## config.mk

```make
export PLATFORM = sky130hd
export DESIGN_NAME = rr_arb4
export DESIGN_NICKNAME = d
export VERILOG_FILES = /design/src/rtl/arb_pkg.sv /design/src/rtl/rr_pick.sv /design/src/rtl/rr_arb4.sv
export SDC_FILE = /design/constraint.sdc
export NUM_CORES = 1
export LEC_CHECK = 0
export ABC_AREA = 1
export CAP_MARGIN = 30
export CORE_MARGIN = 4
export CORE_UTILIZATION = 35
export CTS_CLUSTER_SIZE = 25
export DETAILED_ROUTE_END_ITERATION = 10
export PLACE_DENSITY = 0.54
export RECOVER_POWER = 50
export SYNTH_ARGS = -nofsm -noshare
export SYNTH_HDL_FRONTEND = slang
export SYNTH_SLANG_ARGS = --single-unit
```

## constraint.sdc

```tcl
create_clock -name clk -period 2.01 [get_ports clk]
set_input_delay 0.402 -clock clk [delete_from_list [all_inputs] [get_ports clk]]
set_output_delay 0.402 -clock clk [all_outputs]
set_load 0.01 [all_outputs]
```

## src/rtl/arb_pkg.sv

```systemverilog
// rtl/arb_pkg.sv - shared types and constants for the 4-way round-robin arbiter
package arb_pkg;

   typedef enum logic {
      IDLE  = 1'b0,
      GRANT = 1'b1
   } arb_state_e;

   localparam int N_REQ = 4;
   localparam int IDX_W = 2;

endpackage

```

## src/rtl/rr_pick.sv

```systemverilog
// rtl/rr_pick.sv - rotating-priority winner scan with one-hot and encoded result
module rr_pick
   import arb_pkg::*;
(
   input  logic [N_REQ-1:0] req,
   input  logic [IDX_W-1:0] ptr,
   output logic [N_REQ-1:0] win,
   output logic [IDX_W-1:0] win_idx,
   output logic             any
);

   logic [IDX_W-1:0] idx;

   // Scan from lowest to highest priority so the last hit (offset 0 = ptr) wins.
   always_comb begin
      win     = '0;
      win_idx = '0;
      idx     = '0;
      for (int k = N_REQ - 1; k >= 0; k--) begin
         idx = ptr + IDX_W'(k);
         if (req[idx]) begin
            win      = '0;
            win[idx] = 1'b1;
            win_idx  = idx;
         end
      end
      any = |req;
   end

endmodule

```

## src/rtl/rr_arb4.sv

```systemverilog
// rtl/rr_arb4.sv - four-requester round-robin arbiter with per-grant hold limit
module rr_arb4
   import arb_pkg::*;
#(
   parameter int HOLD_MAX = 16
) (
   input  logic             clk,
   input  logic             rst_n,
   input  logic [N_REQ-1:0] req,
   output logic [N_REQ-1:0] gnt,
   output logic [IDX_W-1:0] gnt_idx,
   output logic             gnt_vld,
   output logic             timeout
);

   localparam logic [7:0] CNT_LIM = 8'(HOLD_MAX - 1);

   arb_state_e       state_q, state_d;
   logic [IDX_W-1:0] ptr_q, ptr_d;
   logic [7:0]       cnt_q, cnt_d;
   logic [N_REQ-1:0] gnt_q, gnt_d;
   logic [IDX_W-1:0] gnt_idx_q, gnt_idx_d;
   logic             timeout_q, timeout_d;

   logic [N_REQ-1:0] pick_req;
   logic [IDX_W-1:0] pick_ptr;
   logic [N_REQ-1:0] win;
   logic [IDX_W-1:0] win_idx;
   logic             win_any;
   logic             owner_req;

   // In GRANT the picker always sees the post-release pointer; its result is
   // only consumed when the current grant is actually released.
   always_comb begin
      owner_req = req[gnt_idx_q];
      pick_ptr  = (state_q == GRANT) ? gnt_idx_q + IDX_W'(1) : ptr_q;
      pick_req  = (state_q == GRANT && !owner_req) ? (req & ~gnt_q) : req;
   end

   rr_pick u_pick (
      .req     (pick_req),
      .ptr     (pick_ptr),
      .win     (win),
      .win_idx (win_idx),
      .any     (win_any)
   );

   always_comb begin
      state_d   = state_q;
      ptr_d     = ptr_q;
      cnt_d     = cnt_q;
      gnt_d     = gnt_q;
      gnt_idx_d = gnt_idx_q;
      timeout_d = 1'b0;
      case (state_q)
         IDLE: begin
            if (win_any) begin
               gnt_d     = win;
               gnt_idx_d = win_idx;
               cnt_d     = '0;
               state_d   = GRANT;
            end
         end
         GRANT: begin
            if (owner_req && (cnt_q < CNT_LIM)) begin
               cnt_d = cnt_q + 8'd1;
            end else begin
               ptr_d     = pick_ptr;
               timeout_d = owner_req;
               cnt_d     = '0;
               if (win_any) begin
                  gnt_d     = win;
                  gnt_idx_d = win_idx;
               end else begin
                  gnt_d     = '0;
                  gnt_idx_d = '0;
                  state_d   = IDLE;
               end
            end
         end
         default: begin
            state_d   = IDLE;
            gnt_d     = '0;
            gnt_idx_d = '0;
         end
      endcase
   end

   always_ff @(posedge clk or negedge rst_n) begin
      if (!rst_n) begin
         state_q   <= IDLE;
         ptr_q     <= '0;
         cnt_q     <= '0;
         gnt_q     <= '0;
         gnt_idx_q <= '0;
         timeout_q <= 1'b0;
      end else begin
         state_q   <= state_d;
         ptr_q     <= ptr_d;
         cnt_q     <= cnt_d;
         gnt_q     <= gnt_d;
         gnt_idx_q <= gnt_idx_d;
         timeout_q <= timeout_d;
      end
   end

   assign gnt     = gnt_q;
   assign gnt_idx = gnt_idx_q;
   assign gnt_vld = |gnt_q;
   assign timeout = timeout_q;

endmodule

```

Word level (Yosys, flattened, before mapping)
Cells that the tools add are included.

storage, ports and cells
  bits of input ports = 6
  word-level logic and storage cells = 82
  output and inout port bits = 8
  flip-flop bits (word level) = 18

operators by class
  multiplexer cells = 44
  equal/unequal tests = 2
  bitwise logic cells = 4
  magnitude comparators = 10
  reduce and logical (&&, ||, !) cells = 11
  $add $sub $neg = 5

operators by type and width
  cell                                                                                 number
  4-bit 2-to-1 mux                                                                     8
  2-bit 2-to-1 mux                                                                     8
  8-bit 2-to-1 mux                                                                     2
  8-bit one-hot mux with 2 select lines                                                1
  2-bit by 3-bit less-than comparator with 1-bit output, second input constant         5
  1-bit 2-to-1 mux                                                                     13
  1-bit binary-select mux with 2-bit select                                            5
  8-bit by 1-bit adder with 8-bit output, second input constant                        1
  1-bit demux with 2-bit select                                                        4
  2-bit by 1-bit greater-or-equal comparator with 1-bit output, second input constant  4
  8-bit by 4-bit less-than comparator with 1-bit output, second input constant         1
  4-bit one-hot mux with 2 select lines                                                1
  4-bit OR reduction                                                                   2
  1-bit logical AND                                                                    6
  2-bit by 1-bit adder with 2-bit output, second input constant                        2
  2-bit adder, second input constant                                                   2
  4-bit AND                                                                            1
  4-bit inverter                                                                       1
  2-bit one-hot mux with 2 select lines                                                1
  2-bit AND reduction                                                                  2
  2-bit by 1-bit inequality test with 1-bit output, second input constant              1
  2-bit inequality test, second input constant                                         1
  1-bit inverter                                                                       2
  1-bit one-hot mux with 2 select lines                                                1
  1-bit logical NOT                                                                    1

Logic depth before layout (Yosys ltp)
Gate-level depths: netlist of the first run.

  word-level depth = 14
  gate-level depth with buffers = 14

By module
A second synthesis of the first run with hierarchy kept.

second synthesis, totals
  cell total of the unflattened synthesis = 210
  area, all modules = 1,443.9 um2

by module, submodules not included
  module   sequential area each (um2)  area each (um2)  instances  cells an instance
  rr_arb4  450.4                       962.2            1          127
  rr_pick  0.0                         481.7            1          83

Worst setup path before layout of the first run
OpenSTA, ideal clock, no wires.

  path type = register to register
  start = register gnt_idx_q[1] (netlist: gnt_idx[1])
  end = register gnt_q[1] (netlist: gnt[1])
  required time = 1.890 ns
  data arrival time = 1.841 ns
  path buffers = 0
  setup slack = 0.049 ns
  stages on the path, launching flop included = 13
  period minus slack after synthesis = 1.961 ns
  cells stage by stage = dfrtp_1 inv_1 nand2_1 a21oi_2 nor2_4 ha_1 inv_1 nand3_2 nand3_1 nand2_1 nand3b_1 nand2_1 nand2_1

between the ends
  longest elaborated chain between the ends = 14

ends and longest elaborated chain
  item                                                                                                                                                         RTL line        source
  start, declared                                                                                                                                              rr_arb4.sv:22   logic [IDX_W-1:0] gnt_idx_q, gnt_idx_d;
  start signal, assigned                                                                                                                                       rr_arb4.sv:102  gnt_idx_q <= gnt_idx_d;
  2-bit by 1-bit adder with 2-bit output (*)                                                                                                                   rr_arb4.sv:36   pick_ptr = (state_q == GRANT) ? gnt_idx_q + IDX_W'(1) : ptr_q;
  2-bit 2-to-1 mux (*)                                                                                                                                         rr_arb4.sv:36
  net pick_ptr[1]                                                                                                                                              rr_arb4.sv:26   logic [IDX_W-1:0] pick_ptr;
  2-bit adder                                                                                                                                                  rr_pick.sv:20   idx = ptr + IDX_W'(k);
  2-bit by 3-bit less-than comparator with 1-bit output (implied by the code) or 2-bit by 1-bit greater-or-equal comparator with 1-bit output (tied branches)  rr_pick.sv:23   win[idx] = 1'b1;
  1-bit logical AND (implied by the code)                                                                                                                      rr_pick.sv:23
  1-bit 2-to-1 mux (implied by the code)                                                                                                                       rr_pick.sv:23
  1-bit demux with 2-bit select                                                                                                                                n/a
  4-bit 2-to-1 mux (3 in series)                                                                                                                               rr_pick.sv:21   if (req[idx]) begin
  4-bit 2-to-1 mux (*)                                                                                                                                         rr_pick.sv:21
  4-bit 2-to-1 mux                                                                                                                                             rr_arb4.sv:71   if (win_any) begin
  4-bit 2-to-1 mux                                                                                                                                             rr_arb4.sv:65   if (owner_req && (cnt_q < CNT_LIM)) begin
  4-bit one-hot mux with 2 select lines (*)                                                                                                                    rr_arb4.sv:55   case (state_q)
  end signal, assigned                                                                                                                                         rr_arb4.sv:101  gnt_q <= gnt_d;
  end, declared                                                                                                                                                rr_arb4.sv:21   logic [N_REQ-1:0] gnt_q, gnt_d;

The timed path passes the listed nets; every way through them passes the cells marked *. The select of a mux whose other input is x is not followed.
A chain may end at the register's enable or synchronous reset.

Final worst setup path of the first run
  start = register gnt_q[3] (netlist: gnt[3])
  end = output port gnt_vld

between the ends
  longest elaborated chain between the ends = 1

ends and longest elaborated chain
  item                RTL line        source
  4-bit OR reduction  rr_arb4.sv:109  assign gnt_vld = |gnt_q;
  end, declared       rr_arb4.sv:12   output logic gnt_vld,

Every way passes these cells.

==> impl_metrics.env, run 1 <==
export IMPL_status="finished clean"
export IMPL_p_switching_mw=1.93
export IMPL_die_x_um=72.9
export IMPL_internal_power_mw=1.98
export IMPL_ys_types=29
export IMPL_synth_seq_cells=18
export IMPL_yosysSeqAreaShare_pct=30.5
export IMPL_portBuffers=13
export IMPL_ios=14
export IMPL_cts_buffer_depth=2
export IMPL_fin_ws_ns=0.0917
export IMPL_wire_per_inst_um=12.4
export IMPL_cp_required_ns=1.61
export IMPL_grt_pass1_wl_um=6370
export IMPL_dieArea_sq_um=5320
export IMPL_cts_buffers=3
export IMPL_initial_utilization_pct=36.6
export IMPL_tritoncts="built"
export IMPL_fill_cells=407
export IMPL_synth_cells=193
export IMPL_drc=0
export IMPL_track_usage_pct=15.3
export IMPL_cap_violations=0
export IMPL_r2r_end="gnt[1]"
export IMPL_hold_buffers=0
export IMPL_ir_drop_uv=717
export IMPL_viasPerCell=4.82
export IMPL_preCtsSetupSlack_ns=-0.140
export IMPL_reg2reg_from="gnt_idx[0]"
export IMPL_clock_sinks=18
export IMPL_critPathKind="reg -> out"
export IMPL_avgSynthCellArea_sq_um=7.64
export IMPL_finalHoldViolCount=0
export IMPL_p_comb_share_pct=77.8
export IMPL_num_vias=1402
export IMPL_area_growth_pct=34.0
export IMPL_stdcell_count=291
export IMPL_rsz0062_at_grt="no"
export IMPL_p_per_area_nw_per_um2=1980
export IMPL_clk_latency_ns=0.26
export IMPL_p_sw_share_pct=49.3
export IMPL_n_antenna_cell=0
export IMPL_end_kind="output port"
export IMPL_setup_violations=0
export IMPL_min_period_ns=1.92
export IMPL_final_antenna_net_count=0
export IMPL_place_hpwl_um=2830
export IMPL_worst_pin_slew_ns=0.958
export IMPL_worst_r2r_cell_count=11
export IMPL_synth_area_sq_um=1480
export IMPL_slew_viol_final=0
export IMPL_crit_fanout=4
export IMPL_crit_arrival_ns=1.52
export IMPL_drt_wl_total_um=3610
export IMPL_h_tree_depth=1
export IMPL_synth_warnings=0
export IMPL_seqPwrFrac_pct=14.6
export IMPL_crit_slowest_cell="or4_1"
export IMPL_grt_max_degree=19
export IMPL_rows=23
export IMPL_pwr_share_clk_pct=7.6
export IMPL_antenna_found_initial=0
export IMPL_dr_pass1_iters=4
export IMPL_endpoint="gnt_vld"
export IMPL_multi_input_area_sq_um=941
export IMPL_grt_pass1_vias=1359
export IMPL_nNetsFinal=257
export IMPL_synth_nets=208
export IMPL_maxSlewHeadroom_pct=36.2
export IMPL_gp_congestion=0.945
export IMPL_worst_hold_path_type="reg -> reg"
export IMPL_fmax_mhz=521
export IMPL_core_area_sq_um=4030
export IMPL_drt_iter0_markers=73
export IMPL_startpoint="gnt[3]"
export IMPL_startpoint_type="flop"
export IMPL_overflow=0
export IMPL_regArea_sq_um=453
export IMPL_dp_cells=284
export IMPL_clockRootBuffer="clkbuf_8"
export IMPL_dieHeight_um=72.9
export IMPL_cts_clk_slew_worst_paths_ns=0.07
export IMPL_layout_drive_gt1_share_pct=32.8
export IMPL_rrSetupSlack_ns=0.17
export IMPL_skew_ns=0.00128
export IMPL_cp_cell_sequence="or4_1 -> dlygate4sd2_1"
export IMPL_p_leak_nw=0.972
export IMPL_critPathMaxStageDelay_ns=0.52
export IMPL_period_share_pct=95.4
[cell type report]
class                           instances  area share (%)
Multi-Input combinational cell        149            47.6
Sequential cell                        18            22.9
Timing Repair Buffer                   45            18.5
Inverter                               25            5.06
Tap cell                               50            3.16
Clock buffer                            4            2.78
[layout by cell type, fill, tap and decap left out, types with 2 or more instances in the layout]
cell / n
dlygate4sd3_1: 2
a21oi_1: 3
clkdlybuf4s50_1: 10
clkbuf_8: 4
nand3_1: 20
nor2_2: 2
nand3b_1: 2
nor2_1: 17
dfrtp_1: 16
inv_1: 17
nand3_4: 4
buf_4: 31
inv_2: 6
nand2_1: 47
nand2_4: 3
nand2_2: 9
nand4_2: 5
ha_1: 7
dfrtp_2: 2
o21ai_0: 12
nand3_2: 6
[worst max-delay path: cells and delay by family (launching register included)]
family	cells	cell delay, ns
and+or+nand+nor	1	0.52
DFF	1	0.43
buffers and inverters	1	0.31
[cell usage after synthesis, drive strengths merged]
| master | n | area share (%) |
|---|---|---|
| nand2 | 58 | 17 |
| nand3 | 30 | 15 |
| inv | 25 | 6.5 |
| nor2 | 20 | 5.9 |
| dfrtp | 18 | 31 |
| o21ai | 14 | 5.5 |
| ha | 9 | 7.6 |
| nand4 | 6 | 4.7 |
| a21oi | 4 | 1.6 |
| buf | 2 | 1.3 |
| nand3b | 2 | 1.0 |
| a22o | 1 | 0.59 |
| nor4 | 1 | 0.42 |
| or4 | 1 | 0.51 |
| xnor2 | 1 | 0.59 |
| xor2 | 1 | 0.59 |
[cells by family (layout without fill, tap and decap cells)]
group / Yosys count / in the layout / share of synthesized area [%]
AND/OR/NAND/NOR: 118 / 119 / 45.1
buffers and inverters: 27 / 74 / 7.80
AO/OA/AOI/OAI: 19 / 19 / 7.72
flip-flops: 18 / 18 / 30.5
adder cells (fa/ha/maj): 9 / 9 / 7.63
XOR/XNOR: 2 / 2 / 1.19
[power by group through the flow]
stage | registers (mW) | clock network [mW] | logic [mW]
floorplan | 0.599 | 0 | 1.79
global placement | 0.578 | 0 | 2.86
detailed placement | 0.577 | 0 | 2.84
CTS | 0.571 | 0.307 | 2.86
global route | 0.595 | 0.321 | 3.43
finish | 0.571 | 0.296 | 3.05
[per-layer routing]
layer | wire (um) | GRT usage [%] | vias up
met4 | 38 | 3.89 | 0
li1 | - | - | 727
met3 | 133 | 3.17 | 5
met5 | 0 | 0 | -
met2 | 1630 | 24.1 | 28
met1 | 1810 | 21.3 | 642
[state kept, by name, indices dropped and copies added (netlist names)]
name	cells
gnt_idx	2
state_q	1
cnt_q	8
timeout	1
ptr_q	2
gnt	4
[per-stage QoR]
stage	area [sq um]	hold WS, ns	setup TNS, ns	power (mW)	util [%]
detailed placement	1870	0.481	-1.07	3.42	46.5
global route	1980	0.526	0	4.34	49.1
CTS	1930	0.467	0	3.73	47.9
floorplan	1480	0.106	0	2.39	-
finish	1980	0.492	0	3.91	49.1
global placement	1870	0.468	-0.773	3.44	46.5
[worst min path at each step]
stage / start / end / slack (ns) / depth (start not counted)
5_1_grt: cnt_q[4] / cnt_q[4] / 0.53 / 2
6_report: ptr_q[1] / ptr_q[1] / 0.49 / 2
2_1_floorplan: rst_n / cnt_q[0] / 0.11 / 0
4_1_cts: rst_n / cnt_q[3] / 0.47 / 2
3_3_place_gp: ptr_q[1] / ptr_q[1] / 0.47 / 2
3_5_place_dp: ptr_q[1] / ptr_q[1] / 0.48 / 2
[timing repair]
item	4_1_cts	5_1_grt
cloned	0	1
pin swaps	0	2
setup buffers	0	2
setup endpoints to repair	1	6
gates resized for setup	1	8
(Power assumes the default switching activity.)
==> run 2: changes to the inputs <==
Settings changed: CAP_MARGIN 30 to 5.
==> results of run 2 <==
Same layout as run 1: the final DEF is identical, and so are final timing and power.
